**src/rtl/cla5_result_collector.sv**
```systemverilog
// cla5_result_collector
//   Downstream stage of cla5_pipelined. A shift register of issue tags
//   follows each operand set through the adder pipeline. When a tagged slot
//   reaches the adder output, the 6-bit result {cout_in, s_in} is captured
//   into a small FIFO. Results leave through a valid/ready port. The block
//   also keeps a saturating count of captured carry-out results and a sticky
//   flag for results dropped because the FIFO was full.
//
// Parameters
//   PIPE_LAT : cycles from operands at the adder input to result at its output
//   DEPTH    : result FIFO entries (power of 2, >= 2)
//   CNT_W    : width of carry_count
//
// Ports
//   clk          in   rising-edge clock, shared with the adder
//   rst_n        in   asynchronous active-low reset
//   issue_valid  in   operands driven to the adder this cycle are valid
//   s_in         in   adder sum output (5 bits)
//   cout_in      in   adder carry output
//   clear_stats  in   synchronous clear of carry_count and overflow_err
//   res_valid    out  FIFO head valid
//   res_ready    in   consumer accepts the head this cycle
//   res_sum      out  FIFO head {cout,s}; zero when empty
//   fifo_level   out  number of entries held
//   carry_count  out  accepted results with cout=1, saturating
//   overflow_err out  sticky: a result was dropped because the FIFO was full

module cla5_result_collector #(
  parameter int unsigned PIPE_LAT = 3,
  parameter int unsigned DEPTH    = 4,
  parameter int unsigned CNT_W    = 8
) (
  input  logic                       clk,
  input  logic                       rst_n,
  input  logic                       issue_valid,
  input  logic [4:0]                 s_in,
  input  logic                       cout_in,
  input  logic                       clear_stats,
  output logic                       res_valid,
  input  logic                       res_ready,
  output logic [5:0]                 res_sum,
  output logic [$clog2(DEPTH):0]     fifo_level,
  output logic [CNT_W-1:0]           carry_count,
  output logic                       overflow_err
);

  localparam int unsigned AW = $clog2(DEPTH);
  localparam int unsigned LW = AW + 1;
  localparam logic [LW-1:0] FULL_LEVEL = LW'(DEPTH);

  // ---------------------------------------------------------------------------
  // Tag pipe: one bit per adder stage, marking slots that carry valid operands.
  // ---------------------------------------------------------------------------
  logic [PIPE_LAT-1:0] r_tag;
  logic                w_cap;

  generate
    if (PIPE_LAT == 1) begin : g_tag_single
      always_ff @(posedge clk or negedge rst_n) begin
        if (!rst_n) r_tag <= '0;
        else        r_tag <= issue_valid;
      end
    end else begin : g_tag_shift
      always_ff @(posedge clk or negedge rst_n) begin
        if (!rst_n) r_tag <= '0;
        else        r_tag <= {r_tag[PIPE_LAT-2:0], issue_valid};
      end
    end
  endgenerate

  // The oldest tag lines up with the cycle in which s_in/cout_in hold that
  // slot's result.
  assign w_cap = r_tag[PIPE_LAT-1];

  // ---------------------------------------------------------------------------
  // Result FIFO
  // ---------------------------------------------------------------------------
  logic [5:0]    r_mem [DEPTH];
  logic [AW-1:0] r_wr_ptr;
  logic [AW-1:0] r_rd_ptr;
  logic [LW-1:0] r_level;

  logic          w_full;
  logic          w_empty;
  logic          w_pop;
  logic          w_push;
  logic          w_drop;
  logic [5:0]    w_wdata;
  logic [LW-1:0] w_level_nxt;

  assign w_full  = (r_level == FULL_LEVEL);
  assign w_empty = (r_level == '0);
  assign w_pop   = res_valid & res_ready;
  // When full, a same-cycle pop frees the head slot, and wr_ptr == rd_ptr
  // points right at it, so the capture can still be accepted.
  assign w_push  = w_cap & (~w_full | w_pop);
  assign w_drop  = w_cap & w_full & ~w_pop;
  assign w_wdata = {cout_in, s_in};

  always_comb begin
    w_level_nxt = r_level;
    unique case ({w_push, w_pop})
      2'b10:   w_level_nxt = r_level + LW'(1);
      2'b01:   w_level_nxt = r_level - LW'(1);
      default: w_level_nxt = r_level;
    endcase
  end

  // Storage carries no reset: entries are only visible through the level,
  // which is cleared.
  always_ff @(posedge clk) begin
    if (w_push) r_mem[r_wr_ptr] <= w_wdata;
  end

  // Pointers are AW bits wide, so they wrap modulo DEPTH naturally.
  always_ff @(posedge clk or negedge rst_n) begin
    if (!rst_n) begin
      r_wr_ptr <= '0;
      r_rd_ptr <= '0;
      r_level  <= '0;
    end else begin
      if (w_push) r_wr_ptr <= r_wr_ptr + AW'(1);
      if (w_pop)  r_rd_ptr <= r_rd_ptr + AW'(1);
      r_level <= w_level_nxt;
    end
  end

  // Head is presented straight from storage; it only changes on a pop, so it
  // holds steady while the consumer stalls.
  assign res_valid  = ~w_empty;
  assign res_sum    = w_empty ? '0 : r_mem[r_rd_ptr];
  assign fifo_level = r_level;

  // ---------------------------------------------------------------------------
  // Statistics: clear has priority over a same-cycle increment or drop.
  // ---------------------------------------------------------------------------
  logic [CNT_W-1:0] r_carry_count;
  logic             r_overflow_err;
  logic             w_cnt_sat;

  assign w_cnt_sat = (r_carry_count == '1);

  always_ff @(posedge clk or negedge rst_n) begin
    if (!rst_n) begin
      r_carry_count  <= '0;
      r_overflow_err <= 1'b0;
    end else if (clear_stats) begin
      r_carry_count  <= '0;
      r_overflow_err <= 1'b0;
    end else begin
      if (w_push && cout_in && !w_cnt_sat) r_carry_count <= r_carry_count + CNT_W'(1);
      if (w_drop)                          r_overflow_err <= 1'b1;
    end
  end

  assign carry_count  = r_carry_count;
  assign overflow_err = r_overflow_err;

endmodule

```
**config.mk**
```make
export PLATFORM = sky130hd
export DESIGN_NAME = cla5_result_collector
export DESIGN_NICKNAME = d
export VERILOG_FILES = /design/src/rtl/cla5_result_collector.sv
export SDC_FILE = /design/constraint.sdc
export NUM_CORES = 1
export LEC_CHECK = 0
export BUFFER_PORTS_ARGS = -buffer_cell sky130_fd_sc_hd__buf_2
export CORE_MARGIN = 2
export CORE_UTILIZATION = 55
export DETAILED_ROUTE_END_ITERATION = 10
export GPL_ROUTABILITY_DRIVEN = 0
export PLACE_DENSITY = 0.85
export SLEW_MARGIN = 20
export SYNTH_ARGS = -nofsm -noshare
export SYNTH_HDL_FRONTEND = slang
export SYNTH_SLANG_ARGS = --single-unit
```
**constraint.sdc**
```tcl
create_clock -name clk -period 2.8 [get_ports clk]
set_clock_uncertainty 0.2 [all_clocks]
set_input_delay 0.56 -clock clk [delete_from_list [all_inputs] [get_ports clk]]
set_output_delay 0.56 -clock clk [all_outputs]
set_load 0.1 [all_outputs]
```
==> results of run 1 <==
-- final timing paths --
path / end / slack [ns] / cells past startpoint
hold reg to reg: r_tag[2] / 0.16 / 0
min in group asynchronous: fifo_level[1] / 0.46 / 2
max in group asynchronous: fifo_level[2] / 1.61 / 2
setup / recovery: res_sum[3] / 0.15 / 3
setup reg to reg: fifo_level[1] / 0.38 / 8
hold / removal: r_tag[0] / 0.13 / 1
-- layout by cell type, fill, tap and decap left out, drive strengths merged, types with 2 or more instances in the layout --
cell	count
mux4	6
or4	2
buf	30
nand3	4
a211oi	2
nor2b	4
a21oi	8
clkbuf	8
dfrtp	19
nand2	6
o31ai	4
inv	7
nor2	6
and2	10
nand4	2
edfxtp	24
or3	4
xor2	2
xnor2	3
ha	5
nor4b	2
o21ai	7
or2	3
nor4	2
-- sequential cells by signal (all words and copies together) (netlist names) --
name          cells
fifo_level        3
r_wr_ptr          2
overflow_err      1
r_tag             3
carry_count       8
r_mem            24
r_rd_ptr          2
-- layout make-up --
type	count	share of cell area, %
sequential	43	53.89
multi-input combinational	92	32.89
timing repair buffer	31	7.283
tap	46	2.577
clock buffer	8	2.185
inverter	7	1.176
-- timing repair --
action,in CTS,in global routing
endpoints found under the hold margin,19,0
endpoints found under the setup margin,2,0
gates resized for setup,1,0
hold buffers,1,0
-- stage by stage --
| step | setup WS (ns) | instance area (sq um) |
|---|---|---|
| floorplan | 0.006955 | 2038 |
| global placement | 0.4256 | 2173 |
| detailed placement | 0.3410 | 2173 |
| CTS | 0.1259 | 2233 |
| global route | 0.06242 | 2233 |
| finish | 0.1457 | 2233 |
-- layer usage --
metal | track usage (%) | up-vias
met5 | 0 | -
met2 | 31.12 | 37
met3 | 6.162 | 4
met1 | 23.82 | 650
met4 | 6.649 | 0
li1 | - | 618
-- worst max-delay path, cell delays in order (launching register included) --
cell	delay, ns
dfrtp_2	0.54
mux4_2	0.54
and2_1	0.17
buf_2	0.29
-- cell families (layout without fill, tap and decap cells) --
logic type      count (synthesis)  in the layout  share of synthesized area (%)
simple gates                   47             47                          14.29
xor+xnor                        5              5                          2.185
buf+inv                        16             46                          3.995
compound gates                 26             26                          7.928
mux                             8              8                          7.803
fa+ha+maj                       6              6                          4.120
flops                          43             43                          59.68
==> out/qor.txt, run 1 <==
PortBufs - 29
Fin. max-slew vios - 0
Placed Cells - 218
Met3 WL - 162 um
CP required - 2.04 ns
CTS tree - done
Met2 WL post-DR - 1795 um
Final wirelength - 3493 um
RSZ-0062 raised after global routing - no
Post-CTS setup buffers - 0
Critical Path Fanout Max - 8
Synth Register Bits - 43
Multi-input logic area - 734.5 sq um
# rows - 21
Max cap viols - 0
Most instantiated cells after synthesis - 24 x edfxtp_1, 19 x dfrtp_1, 10 x and2_1, 8 x a21oi_1
Vias per cell - 5.767
Layout cell share with drive strength beyond 1 - 28.73%
Core region area - 3416 sq um
Fin cells - 227
FILL cells - 267
Initial Utilization - 58.68%
R2R Path Start - fifo_level[0]
Fin crit share - 94.79%
Reg area - 1204 sq um
Min Tclk post-route - 2.654 ns
Num CTS Buffers - 5
Synth async-reset ratio - 44.19%
Clock root cell - clkbuf_4
Post-route setup TNS - 0 ns
DR top layer - met4
I/O pin cnt - 30
Post-synth EDFFs - 24
Clk pin slew, worst setup/hold paths - 0.12 ns
Status - finished, final reports clean
Area delta synth->final - 11.42%
Mapped Area - 2004 sq um
First-pass GRT wire length - 5871 um
DP HPWL - 2547 um
Post-DRT Antenna Nets - 0
Post-route DRC - 0
Setup violators final - 0
Hold_sp - issue_valid
Clk Latency, worst-skew pair - 0.35 ns
Worst setup path start - r_rd_ptr[0]
GRT Total Usage - 19.00%
Peak Freq - 376.8 MHz
Setup crit end kind - output pin
Nets - 197
Worst slew margin - 67.54%
Final Hold Fails - 0
Post-layout util - 65.38%
Die area - 4144 sq um
Post-synth top area cell - edfxtp_1
Sequential area share after synthesis - 59.68%
WS Path Type - flip-flop to output pin
Total number of vias - 1309
Leading post-synthesis cells by cell area - edfxtp_1 36%, dfrtp_1 24%, mux4_2 6.7%, and2_1 3.1%, ha_1 3.1%
CTS Buffer Depth - 2
Detailed Routing Iterations Pass 1 - 4
Min-delay worst type - input port to flip-flop
Critical Path AT - 1.89 ns
Initial detailed-routing violation count - 109
Clk sinks - 43
Vias in the first global route - 1285
Die H - 64.37 um
Syn_nets - 168
Syn. warnings - 0
Largest net degree at the start of global routing - 20
Syn_area_per_cell - 13.27 sq um
Yosys top cell area share - 35.96%
Startpoint types - flip-flop
GR Overflow Total - 0
Initial antenna violation count - 0
Wire per inst - 15.39 um
Ys flop type - edfxtp_1
Antenna cells - 0
Met1 Wirelength - 1495 um
Post-synth cell types - 40
Worst Hold Slack - 0.1255 ns
Die Wd - 64.37 um
Worst slew pin tran - 0.4902 ns
Synth Instances - 151
H-tree depth - 2
Top-count cell post-synth - edfxtp_1
Power of run 1 is left out: the tool's default activity adds up to more than one toggle a clock period on the data nets, which glitch-free logic cannot reach.
==> run 2: changes to the inputs <==
--- a/config.mk
+++ b/config.mk
@@ -7,11 +7,11 @@
 export LEC_CHECK = 0
 export BUFFER_PORTS_ARGS = -buffer_cell sky130_fd_sc_hd__buf_2
 export CORE_MARGIN = 2
-export CORE_UTILIZATION = 55
+export CORE_UTILIZATION = 35
 export DETAILED_ROUTE_END_ITERATION = 10
 export GPL_ROUTABILITY_DRIVEN = 0
-export PLACE_DENSITY = 0.85
-export SLEW_MARGIN = 20
+export PLACE_DENSITY = 0.61
+export SLEW_MARGIN = 5
 export SYNTH_ARGS = -nofsm -noshare
 export SYNTH_HDL_FRONTEND = slang
 export SYNTH_SLANG_ARGS = --single-unit
==> out/qor.txt, run 2 (synthesis gave the netlist of run 1 again) <==
Final wirelength - 3585 um (+2.6%)
Final Cell Area - 2317 sq um (+3.8%)
Initial antenna violation count - 0 (unchanged)
Post-CTS setup buffers - 0 (unchanged)
Num CTS Buffers - 5 (unchanged)
Worst slew margin - 66.52% (-1.0 points)
Post-CTS sizing - 0 (-1)
Min Tclk post-route - 2.498 ns (-0.1567 ns)
Setup violators final - 0 (unchanged)
Worst Hold Slack - 0.002962 ns (-0.1226 ns)
Nets - 199 (+1.0%)
CTS tree - done
Clk Latency, worst-skew pair - 0.29 ns (-0.06 ns)
FILL cells - 522 (+96%)
Biggest register - r_mem
Fin. max-slew vios - 0 (unchanged)
Total number of vias - 1246 (-4.8%)
Vias per cell - 4.886 (-15%)
Clock root cell - clkbuf_8
Clk pin slew, worst setup/hold paths - 0.08 ns (-0.04 ns)
Worst slew pin tran - 0.5056 ns (+0.01538 ns)
GR Overflow Total - 0 (unchanged)
Final Hold Fails - 0 (unchanged)
# rows - 27 (+29%)
GRT Total Usage - 12.09% (-6.9 points)
Post-route setup TNS - 0 ns (unchanged)
Initial detailed-routing violation count - 123 (+13%)
I/O pin cnt - 30 (unchanged)
Post-route DRC - 0 (unchanged)
Die area - 6348 sq um (+53%)
Antenna cells - 0 (unchanged)
Wire per inst - 14.06 um (-8.6%)
Vias in the first global route - 1180 (-8.2%)
Setup crit end kind - output pin
PortBufs - 29 (unchanged)
Largest net degree at the start of global routing - 20 (unchanged)
Most common cell after layout, fill and taps aside - buf_2
First-pass GRT wire length - 5851 um (-0.34%)
Detailed Routing Iterations Pass 1 - 4 (unchanged)
Post-DRT Antenna Nets - 0 (unchanged)
Slowest Stage Delay on Critical Path - 0.49 ns (-0.05 ns)
Core region area - 5507 sq um (+61%)
CP required - 2.04 ns (about the same)
Startpoint types - flip-flop
RSZ-0062 raised after global routing - no
Status - finished, final reports clean
Peak Freq - 400.4 MHz (+6.3%)
Min-delay worst type - input port to asynchronous set/reset pin
Slowest-stage cell, CP - mux4_2
H-tree depth - 2 (unchanged)
Area delta synth->final - 15.61%
Die H - 79.68 um (+24%)
Max cap viols - 0 (unchanged)
Initial Utilization - 36.40% (-22 points)
Reg2Reg Setup Slack - 0.38 ns (about the same)
Layout cell share with drive strength beyond 1 - 31.15% (+2.4 points)
DP HPWL - 2539 um (-0.30%)
Fin crit share - 89.20% (-5.6 points)
Cts hold-fix bufs - 0 (-1)
Clk sinks - 43 (unchanged)
Critical Path AT - 1.74 ns (-0.15 ns)
CP cell instances - buf_4 -> mux4_2 -> and2_1 -> buf_2
WS Path Type - flip-flop to output pin
Commonest cells after routing, fill and taps aside - 29 x buf_2, 24 x edfxtp_1, 16 x dfrtp_1, 10 x and2_1, 8 x a21oi_1
CTS Buffer Depth - 2 (unchanged)
Max reg flops - 24 (unchanged)
Critical Path Fanout Max - 4 (-4)
Die Wd - 79.68 um (+24%)
Cell Area, Placed - 2228 sq um (+2.5%)
run 2: cell types whose count changed in the layout (fill, tap and decap cells not counted):
| cell | delta |
|---|---|
| dlygate4sd3_1 | -1 |
| clkinvlp_4 | +2 |
| clkbuf_8 | +5 |
| clkbuf_1 | -3 |
| clkinv_2 | +1 |
| dfrtp_1 | +1 |
| dfrtp_2 | -1 |
| buf_4 | +3 |
| clkbuf_4 | -5 |
run 2: metrics by stage:
step                setup WS (ns)  utilization (%)  instances
detailed placement         0.3975            40.47        247
floorplan                0.006955                -        151
global placement           0.4453            40.47        247
CTS                        0.2701            42.08        255
global route               0.2206            42.08        255
finish                     0.3024            42.08        255
run 2: final timing paths:
path                                 end           from  cells past startpoint
min in group clk                r_tag[1]       r_tag[0]                      0
max reg2reg                fifo_level[1]  fifo_level[0]                      8
min                          r_rd_ptr[0]          rst_n                      1
min reg2reg                     r_tag[1]       r_tag[0]                      0
max                           res_sum[5]    r_rd_ptr[0]                      4
max in group asynchronous  fifo_level[2]          rst_n                      1
run 2: cell type report:
cell class	count	area, sq um	area share (%)
Clock buffer	5	68.82	2.970
Clock inverter	3	20.02	0.8639
Inverter	7	26.28	1.134
Multi-Input combinational cell	92	734.5	31.70
Sequential cell	43	1202	51.89
Tap cell	72	90.09	3.888
Timing Repair Buffer	33	175.2	7.559
run 2: worst max-delay path: cells and delay by family (launching register included):
kind | cells | cell delay (ns)
buffers and inverters | 2 | 0.44
DFF | 1 | 0.35
muxes | 1 | 0.49
and+or+nand+nor | 1 | 0.17
run 2: per-layer routing:
layer | GRT usage, % | part of all wire [%] | vias up | wire, um
met5 | 0 | 0 | - | 0
met4 | 3.966 | 0.70 | 0 | 25
met3 | 3.620 | 3.5 | 2 | 124
met2 | 19.24 | 51 | 15 | 1816
met1 | 15.79 | 45 | 611 | 1619
li1 | - | - | 618 | -
Power of run 2 is left out for the same reason.
